### src/rtl/i2c_line_filter.sv
// rtl/i2c_line_filter.sv - synchronizer, optional majority filter and edge strobes for one I2C line
//
// Purpose: brings an asynchronous bus line into the clk_i domain and produces
// a clean level plus one-cycle rise/fall strobes aligned with that level.
// Optional feature macro: I2C_TARGET_GLITCH_FILTER_EN (3-sample majority vote).
// Ports:
//   clk_i   in   system clock
//   rst_i   in   synchronous active-high reset
//   line_i  in   raw asynchronous line
//   level_o out  filtered level, already showing the new value when a strobe fires
//   rise_o  out  one-cycle pulse on a 0->1 transition
//   fall_o  out  one-cycle pulse on a 1->0 transition
module i2c_line_filter (
  input  logic clk_i,
  input  logic rst_i,
  input  logic line_i,
  output logic level_o,
  output logic rise_o,
  output logic fall_o
);

  logic sync1_q;
  logic sync2_q;
  logic filt;
  logic level_q;
  logic rise_q;
  logic fall_q;

  // Idle bus is pulled high, so the synchronizer resets to 1 to avoid a
  // false falling edge right after reset.
  always_ff @(posedge clk_i) begin
    if (rst_i) begin
      sync1_q <= 1'b1;
      sync2_q <= 1'b1;
    end else begin
      sync1_q <= line_i;
      sync2_q <= sync1_q;
    end
  end

`ifdef I2C_TARGET_GLITCH_FILTER_EN
  logic [2:0] hist_q;

  always_ff @(posedge clk_i) begin
    if (rst_i) begin
      hist_q <= 3'b111;
    end else begin
      hist_q <= {hist_q[1:0], sync2_q};
    end
  end

  // A single-cycle pulse occupies only one history slot and is outvoted.
  assign filt = (hist_q[0] & hist_q[1]) | (hist_q[0] & hist_q[2]) | (hist_q[1] & hist_q[2]);
`else
  assign filt = sync2_q;
`endif

  always_ff @(posedge clk_i) begin
    if (rst_i) begin
      level_q <= 1'b1;
      rise_q  <= 1'b0;
      fall_q  <= 1'b0;
    end else begin
      level_q <= filt;
      rise_q  <= filt & ~level_q;
      fall_q  <= ~filt & level_q;
    end
  end

  assign level_o = level_q;
  assign rise_o  = rise_q;
  assign fall_o  = fall_q;

endmodule

### config.mk
export PLATFORM = sky130hd
export DESIGN_NAME = i2c_line_filter
export DESIGN_NICKNAME = d
export VERILOG_FILES = /design/src/rtl/i2c_line_filter.sv
export SDC_FILE = /design/constraint.sdc
export NUM_CORES = 1
export LEC_CHECK = 0
export BUFFER_PORTS_ARGS = -buffer_cell sky130_fd_sc_hd__buf_4
export CELL_PAD_IN_SITES_DETAIL_PLACEMENT = 0
export CELL_PAD_IN_SITES_GLOBAL_PLACEMENT = 1
export CORE_AREA = 2 2 39 41
export DETAILED_ROUTE_END_ITERATION = 7
export DIE_AREA = 0 0 41 43
export GPL_TIMING_DRIVEN = 0
export PLACE_DENSITY_LB_ADDON = 0.3
export SETUP_SLACK_MARGIN = 0.3
export SYNTH_ARGS = -nofsm -noshare
export SYNTH_HDL_FRONTEND = slang
export SYNTH_SLANG_ARGS = --single-unit
### constraint.sdc
create_clock -name clk_i -period 1.4 [get_ports clk_i]
set_clock_uncertainty 0.1 [all_clocks]
set_input_delay 0.21 -clock clk_i [delete_from_list [all_inputs] [get_ports clk_i]]
set_output_delay 0.21 -clock clk_i [all_outputs]
set_load 0.01 [all_outputs]
==> run summary, run 1 <==
status: finished, final reports clean
unrepaired setup endpoints after global routing: false
Area after DPL: 191 µm²
initial antenna violation count: 0
cell taking the most area after synthesis: dfxtp_1
global placement routability congestion: 0.436
Final Util: 0.157
family with the most delay on the worst path: flip-flops
Die Span X: 41 µm
DR iter-0 viols: 0
Syn Area/Cell: 13.4 µm²
Seq/Total Area, Yosys: 0.748
TritonCTS buffer count: 3
WP buf/inv: 1
post-synth top area share: 0.748
# setup viols final: 0
clock root buffer: clkbuf_4
most frequent cells in the layout: dfxtp_1 (5), buf_4 (5), or2_1 (3), clkbuf_4 (3), nor3b_1 (2)
Ports: 6
TritonRoute pass-1 iters: 1
Worst VDD drop: 0.594 mV
hold crit path type: primary input to register
WL final: 233 µm
top cells by area, synth: dfxtp_1 (75%), or2_1 (14%), nor3b_1 (11%)
Tcrit/Tclk final: 0.725
flops & latches, synth: 5
CTS Hold Buffers Added: 0
DRC errors left: 0
Crit-path slowest cell: dfxtp_1
die area: 1760 µm²
largest net degree at the start of global routing: 6
wire per inst: 6.66 µm
Slew Limit Fails: 0
syn nets: 13
post-cts resize count: 0
Pleak: 0.0874 nW
crit-path cells: buf_4
clock slew at reported path FFs: 40 ps
I/O Buffers: 5
CP Data Required Time: 1090 ps
Initial Util: 0.0967
layout cells sized above 1: 0.421
clock latency on the worst-skew pair: 240 ps
worst path arrival time: 700 ps
XOR/XNOR share of the synthesized area: 0
vias in the first global route: 77
# H-tree levels: 1
Cell Area, Synth: 134 µm²
setup TNS: 0 ps
Cells after Synth: 10
Placeable Area: 1380 µm²
GRT Overall Usage: 0.0412
Worst Path Max Fanout: 3
die height: 43 µm
routed vias/inst: 2.80
Synth Area in Simple Gates: 0.252
Detail Route Antenna Nets: 0
Synth Area in Compound Gates: 0
number of diodes: 0
Achievable Freq: 985 MHz
nets: 23
Synth Warn #: 0
slew margin rel.: 0.900
crit-path max cell delay: 340 ps
final hold vios: 0
worst slew pin tran: 149 ps
type of origin of the critical path: register
Std-Cell Rows: 14
clk sinks: 5
Crit Path Class: register to output pin
total congestion overflow: 0
post-synthesis mux area share: 0
CTS tree: yes
global-route wire length before repair: 324 µm
clk buf depth: 2
vias post-DR: 98
maxcap violations: 0
Post-CTS Setup Bufs: 0
largest family of logic cells by synthesized area: simple AND/OR/NAND/NOR gates
final instance area: 218 µm²
final period demand of the worst path: 1010 ps
PD cells: 1500 nW/µm²
CP Capture Type: output pin
P&R area growth vs syn: 62.6%
post-synthesis adder-cell area fraction: 0
Synth cell types: 3
flip-flops by register name, indices dropped and copies added, names as in the netlist:
signal and count:
fall_o 1, filt 1, level_o 1, rise_o 1, sync1_q 1
layout make-up:
type                       count  area, µm²
clock buffer                   4       26.3
fill                         156       1170
multi-input combinational      5       33.8
sequential                     5        100
tap                           16       20.0
timing repair buffer           5       37.5
layer usage:
layer | routed length [µm] | part of all wire | track usage | up-vias
met5 | 0 | 0 | 0 | -
met4 | 3 | 0.013 | 0.0400 | 0
met3 | 64 | 0.27 | 0.0942 | 2
met2 | 59 | 0.25 | 0.0281 | 9
met1 | 105 | 0.45 | 0.0257 | 37
li1 | - | - | - | 50
worst paths after layout:
path | to | start | slack (ps) | cells past startpoint
worst min register to register | filt$_SDFF_PP1_ | sync1_q$_SDFF_PP1_ | 310 | 1
worst max register to register | level_o$_SDFF_PP1_ | filt$_SDFF_PP1_ | 670 | 1
worst max-delay path | level_o | level_o$_SDFF_PP1_ | 390 | 1
worst min-delay path | sync1_q$_SDFF_PP1_ | line_i | 50 | 2
cells in the mapped netlist:
cell type  count
nor3b_1        2
dfxtp_1        5
or2_1          3
cells by family after synthesis:
group	after synthesis
DFF	5
and+or+nand+nor	5
metrics by stage:
stage	power [W]	hold slack [ps]	worst slack, ps	std cells
3_3_place_gp	0.000164	289	637	31
5_1_grt	0.000350	42.0	349	35
3_5_place_dp	0.000165	296	629	31
6_report	0.000328	51.4	385	35
4_1_cts	0.000336	43.7	372	35
2_1_floorplan	0.000156	186	687	10
report_power, final:
| group | switching [W] | leakage (nW) | internal, W |
|---|---|---|---|
| clock | 0.0000578 | 0.0150 | 0.000108 |
| sequential | 0.00000173 | 0.0410 | 0.000148 |
| combinational | 0.00000450 | 0.0314 | 0.00000824 |
| total | 0.0000641 | 0.0874 | 0.000264 |
(Power assumes the default switching activity.)
==> run 2: changes to the inputs <==
==> constraint.sdc (replaced) <==
create_clock -name clk_i -period 0.89 [get_ports clk_i]
set_clock_uncertainty 0.1 [all_clocks]
set_input_delay 0.1335 -clock clk_i [delete_from_list [all_inputs] [get_ports clk_i]]
set_output_delay 0.1335 -clock clk_i [all_outputs]
set_load 0.01 [all_outputs]
==> run summary, run 2 (synthesized netlist as in run 1, its figures left out) <==
status: finished, violations left
violated checks: hold timing, setup timing
clock root buffer: clkbuf_4
Placeable Area: 1380 µm²
die height: 43 µm
vias post-DR: 113
maxcap violations: 0
final hold vios: 3
Worst Path Max Fanout: 2
unrepaired setup endpoints after global routing: true
Detail Route Antenna Nets: 0
setup TNS: -26.0 ps
final worst slack: -14.1 ps
worst path arrival time: 670 ps
routed vias/inst: 3.05
GRT Overall Usage: 0.0523
largest net degree at the start of global routing: 6
# setup viols final: 3
PD cells: 2020 nW/µm²
crit-path cells: buf_6
family with the most delay on the worst path: flip-flops
# H-tree levels: 1
total congestion overflow: 0
nets: 25
fill count: 157
DRC errors left: 0
M1 GR Usage: 0.0419
CP Capture Type: output pin
TritonRoute pass-1 iters: 2
Crit Path Class: register to output pin
Pleak: 0.105 nW
DR iter-0 viols: 1
worst slew pin tran: 120 ps
CTS tree: yes
Ports: 6
non-filler instance count after layout: 37
GR peak layer: met3
final hold slack: -29.4 ps
final period demand of the worst path: 904 ps
Crit-path slowest cell: dfxtp_2
clock slew at reported path FFs: 40 ps
hold crit path type: primary input to register
clk buf depth: 2
Worst VDD drop: 0.479 mV
die area: 1760 µm²
initial antenna violation count: 0
slew margin rel.: 0.920
P&R area growth vs syn: 96.3%
wire per inst: 7.43 µm
TritonCTS buffer count: 3
WL final: 275 µm
Initial Util: 0.0967
Achievable Freq: 1110 MHz
Tcrit/Tclk final: 1.02
crit-path max cell delay: 320 ps
type of origin of the critical path: register
global-route wire length before repair: 483 µm
global placement routability congestion: 0.544
Slew Limit Fails: 0
Die Span X: 41 µm
GRT met2 Usage: 0.0469
clk sinks: 5
Std-Cell Rows: 14
placed insts: 31
layout cells sized above 1: 0.762
I/O Buffers: 5
most frequent cells in the layout: dfxtp_2 (4), buf_6 (4), or2_1 (3), clkbuf_4 (3), buf_4 (3)
WP buf/inv: 1
number of diodes: 0
clock latency on the worst-skew pair: 240 ps
vias in the first global route: 123
grt met3 use: 0.0785
CP Data Required Time: 660 ps
-- run 2: changes by cell type in the layout (fill, tap and decap cells not counted), sizes merged --
cell  change
buf       +2
-- run 2: final timing paths --
kind / from / endpoint / slack [ps] / cells after the start
worst min register to register: sync1_q$_SDFF_PP1_ / filt$_SDFF_PP1_ / 300 / 1
worst min-delay path: line_i / sync1_q$_SDFF_PP1_ / -30 / 2
worst max register to register: level_o$_SDFF_PP1_ / fall_o$_SDFF_PP0_ / 0 / 3
worst max-delay path: level_o$_SDFF_PP1_ / level_o / -10 / 1
-- run 2: per-stage QoR --
stage | utilization | setup slack, ps | hold WS, ps | total power, W | instance area (µm²)
floorplan | - | 194 | 103 | 0.000246 | 140
global placement | 0.143 | 189 | 214 | 0.000259 | 198
detailed placement | 0.143 | 173 | 220 | 0.000260 | 198
CTS | 0.178 | -23.5 | -36.2 | 0.000541 | 246
global route | 0.190 | -42.2 | -23.1 | 0.000563 | 263
finish | 0.190 | -14.1 | -29.4 | 0.000530 | 263
-- run 2: layout make-up --
cell class / instances / area [µm²] / area share
Sequential cell: 5 / 105 / 0.400
Multi-Input combinational cell: 5 / 43.8 / 0.167
Tap cell: 16 / 20.0 / 0.0762
Timing Repair Buffer: 7 / 67.6 / 0.257
Clock buffer: 4 / 26.3 / 0.100
-- run 2: what timing repair did --
action	in CTS	in global routing
endpoints found under the hold margin	3	3
setup endpoints to repair	7	7
gates resized for setup	6	2
setup buffers	1	1
-- run 2: power breakdown --
group	total [W]	switching (W)	internal (W)
Clock	0.000265	0.0000953	0.000170
Combinational	0.0000279	0.00000877	0.0000191
Sequential	0.000237	0.00000353	0.000233
Total	0.000530	0.000108	0.000422
-- run 2: routing by layer --
metal / up-vias / part of all wire
met2: 8 / 0.44
met3: 0 / 0.16
met4: 0 / 0
met5: - / 0
met1: 51 / 0.39
li1: 54 / -
==> run 3: changes to the inputs <==
--- a/config.mk
+++ b/config.mk
@@ -9,9 +9,11 @@
 export CELL_PAD_IN_SITES_DETAIL_PLACEMENT = 0
 export CELL_PAD_IN_SITES_GLOBAL_PLACEMENT = 1
 export CORE_AREA = 2 2 39 41
+export CTS_BUF_LIST = sky130_fd_sc_hd__clkbuf_4
 export DETAILED_ROUTE_END_ITERATION = 7
 export DIE_AREA = 0 0 41 43
 export GPL_TIMING_DRIVEN = 0
+export HOLD_SLACK_MARGIN = 0.02
 export PLACE_DENSITY_LB_ADDON = 0.3
 export SETUP_SLACK_MARGIN = 0.3
 export SYNTH_ARGS = -nofsm -noshare
==> run summary, run 3 (synthesized netlist as in run 1, its figures left out) <==
status: finished, violations left
violated checks: hold timing, setup timing
Std-Cell Rows: 14
clock latency on the worst-skew pair: 240 ps
vias in the first global route: 123
met3 routed WL: 45 µm
Ports: 6
Slew Limit Fails: 0
Pleak: 0.109 nW
Detail Route Antenna Nets: 0
WL met2: 124 µm
nets: 25
final worst slack: -15.8 ps
P&R area growth vs syn: 99.1%
TritonRoute pass-1 iters: 2
Worst Path Max Fanout: 2
Placeable Area: 1380 µm²
# H-tree levels: 1
CP Data Required Time: 660 ps
Crit Path Class: register to output pin
Tcrit/Tclk final: 1.02
initial antenna violation count: 0
final hold vios: 3
Area after DPL: 198 µm²
maxcap violations: 0
worst slew pin tran: 120 ps
clk sinks: 5
TritonCTS buffer count: 3
WP buf/inv: 1
setup TNS: -28.5 ps
clock slew at reported path FFs: 40 ps
global placement routability congestion: 0.544
Crit-path slowest cell: dfxtp_2
routed vias/inst: 3.05
largest net degree at the start of global routing: 6
wire per inst: 7.46 µm
slew margin rel.: 0.920
PD cells: 2110 nW/µm²
DRC errors left: 0
Initial Util: 0.0967
global-route wire length before repair: 483 µm
type of origin of the critical path: register
Achievable Freq: 1100 MHz
Die Span X: 41 µm
Worst VDD drop: 0.404 mV
CTS tree: yes
unrepaired setup endpoints after global routing: true
I/O Buffers: 5
crit-path cells: buf_6
non-filler instance count after layout: 37
GRT Overall Usage: 0.0523
final hold slack: -31.9 ps
total congestion overflow: 0
placed insts: 31
crit-path max cell delay: 320 ps
clk buf depth: 2
WL final: 276 µm
layout cells sized above 1: 0.810
uppermost layer routed: met3
WL met1: 106 µm
most frequent cells in the layout: clkbuf_4 (4), dfxtp_2 (4), buf_6 (4)
die area: 1760 µm²
clock root buffer: clkbuf_4
number of diodes: 0
worst path arrival time: 670 ps
hold crit path type: primary input to register
die height: 43 µm
DR iter-0 viols: 1
family with the most delay on the worst path: flip-flops
# setup viols final: 4
final period demand of the worst path: 906 ps
vias post-DR: 113
CP Capture Type: output pin
final instance area: 267 µm²
## run 3: cell counts in the layout (fill, tap and decap cells not counted)
No cell type changed its count.
## run 3: timing repair
action | CTS | global route
cloned | 0 | 0
resized for setup | 6 | 2
hold endpoints to repair | 5 | 3
setup buffers | 1 | 1
setup endpoints to repair | 7 | 7
## run 3: worst register-to-register path, delay by kind of cell, from the launching register on
family	cells	cell delay, ps
DFF	1	320
buffers and inverters	2	230
and+or+nand+nor	1	140
## run 3: worst paths after layout
| path | from | endpoint | slack, ps | depth (start not counted) |
|---|---|---|---|---|
| worst min register to register | sync1_q$_SDFF_PP1_ | filt$_SDFF_PP1_ | 300 | 1 |
| worst min-delay path | line_i | sync1_q$_SDFF_PP1_ | -30 | 2 |
| worst max register to register | level_o$_SDFF_PP1_ | fall_o$_SDFF_PP0_ | 0 | 3 |
| worst max-delay path | level_o$_SDFF_PP1_ | level_o | -20 | 1 |
## run 3: metrics by stage
step | power (W) | setup slack, ps | util
floorplan | 0.000246 | 194 | -
global placement | 0.000259 | 189 | 0.143
detailed placement | 0.000260 | 173 | 0.143
CTS | 0.000573 | -25.2 | 0.181
global route | 0.000592 | -41.6 | 0.193
finish | 0.000562 | -15.8 | 0.193
## run 3: power breakdown
group          internal, W  total (W)  leakage, nW  switching [W]
sequential        0.000233   0.000237       0.0411     0.00000353
clock             0.000200   0.000297       0.0184      0.0000971
combinational    0.0000191  0.0000278       0.0490     0.00000872
total             0.000452   0.000562        0.109       0.000109
## run 3: layout make-up
type | count | area (µm²)
repair buffers | 7 | 67.6
flip-flops and latches | 5 | 105
multi-input cells | 5 | 43.8
well taps | 16 | 20.0
clock buffers | 4 | 30.0
fillers | 158 | 1120
## run 3: metal layers
layer | vias up | GRT usage
li1 | 54 | -
met1 | 51 | 0.0419
met2 | 8 | 0.0469
met3 | 0 | 0.0785
met4 | 0 | 0.0600
met5 | - | 0
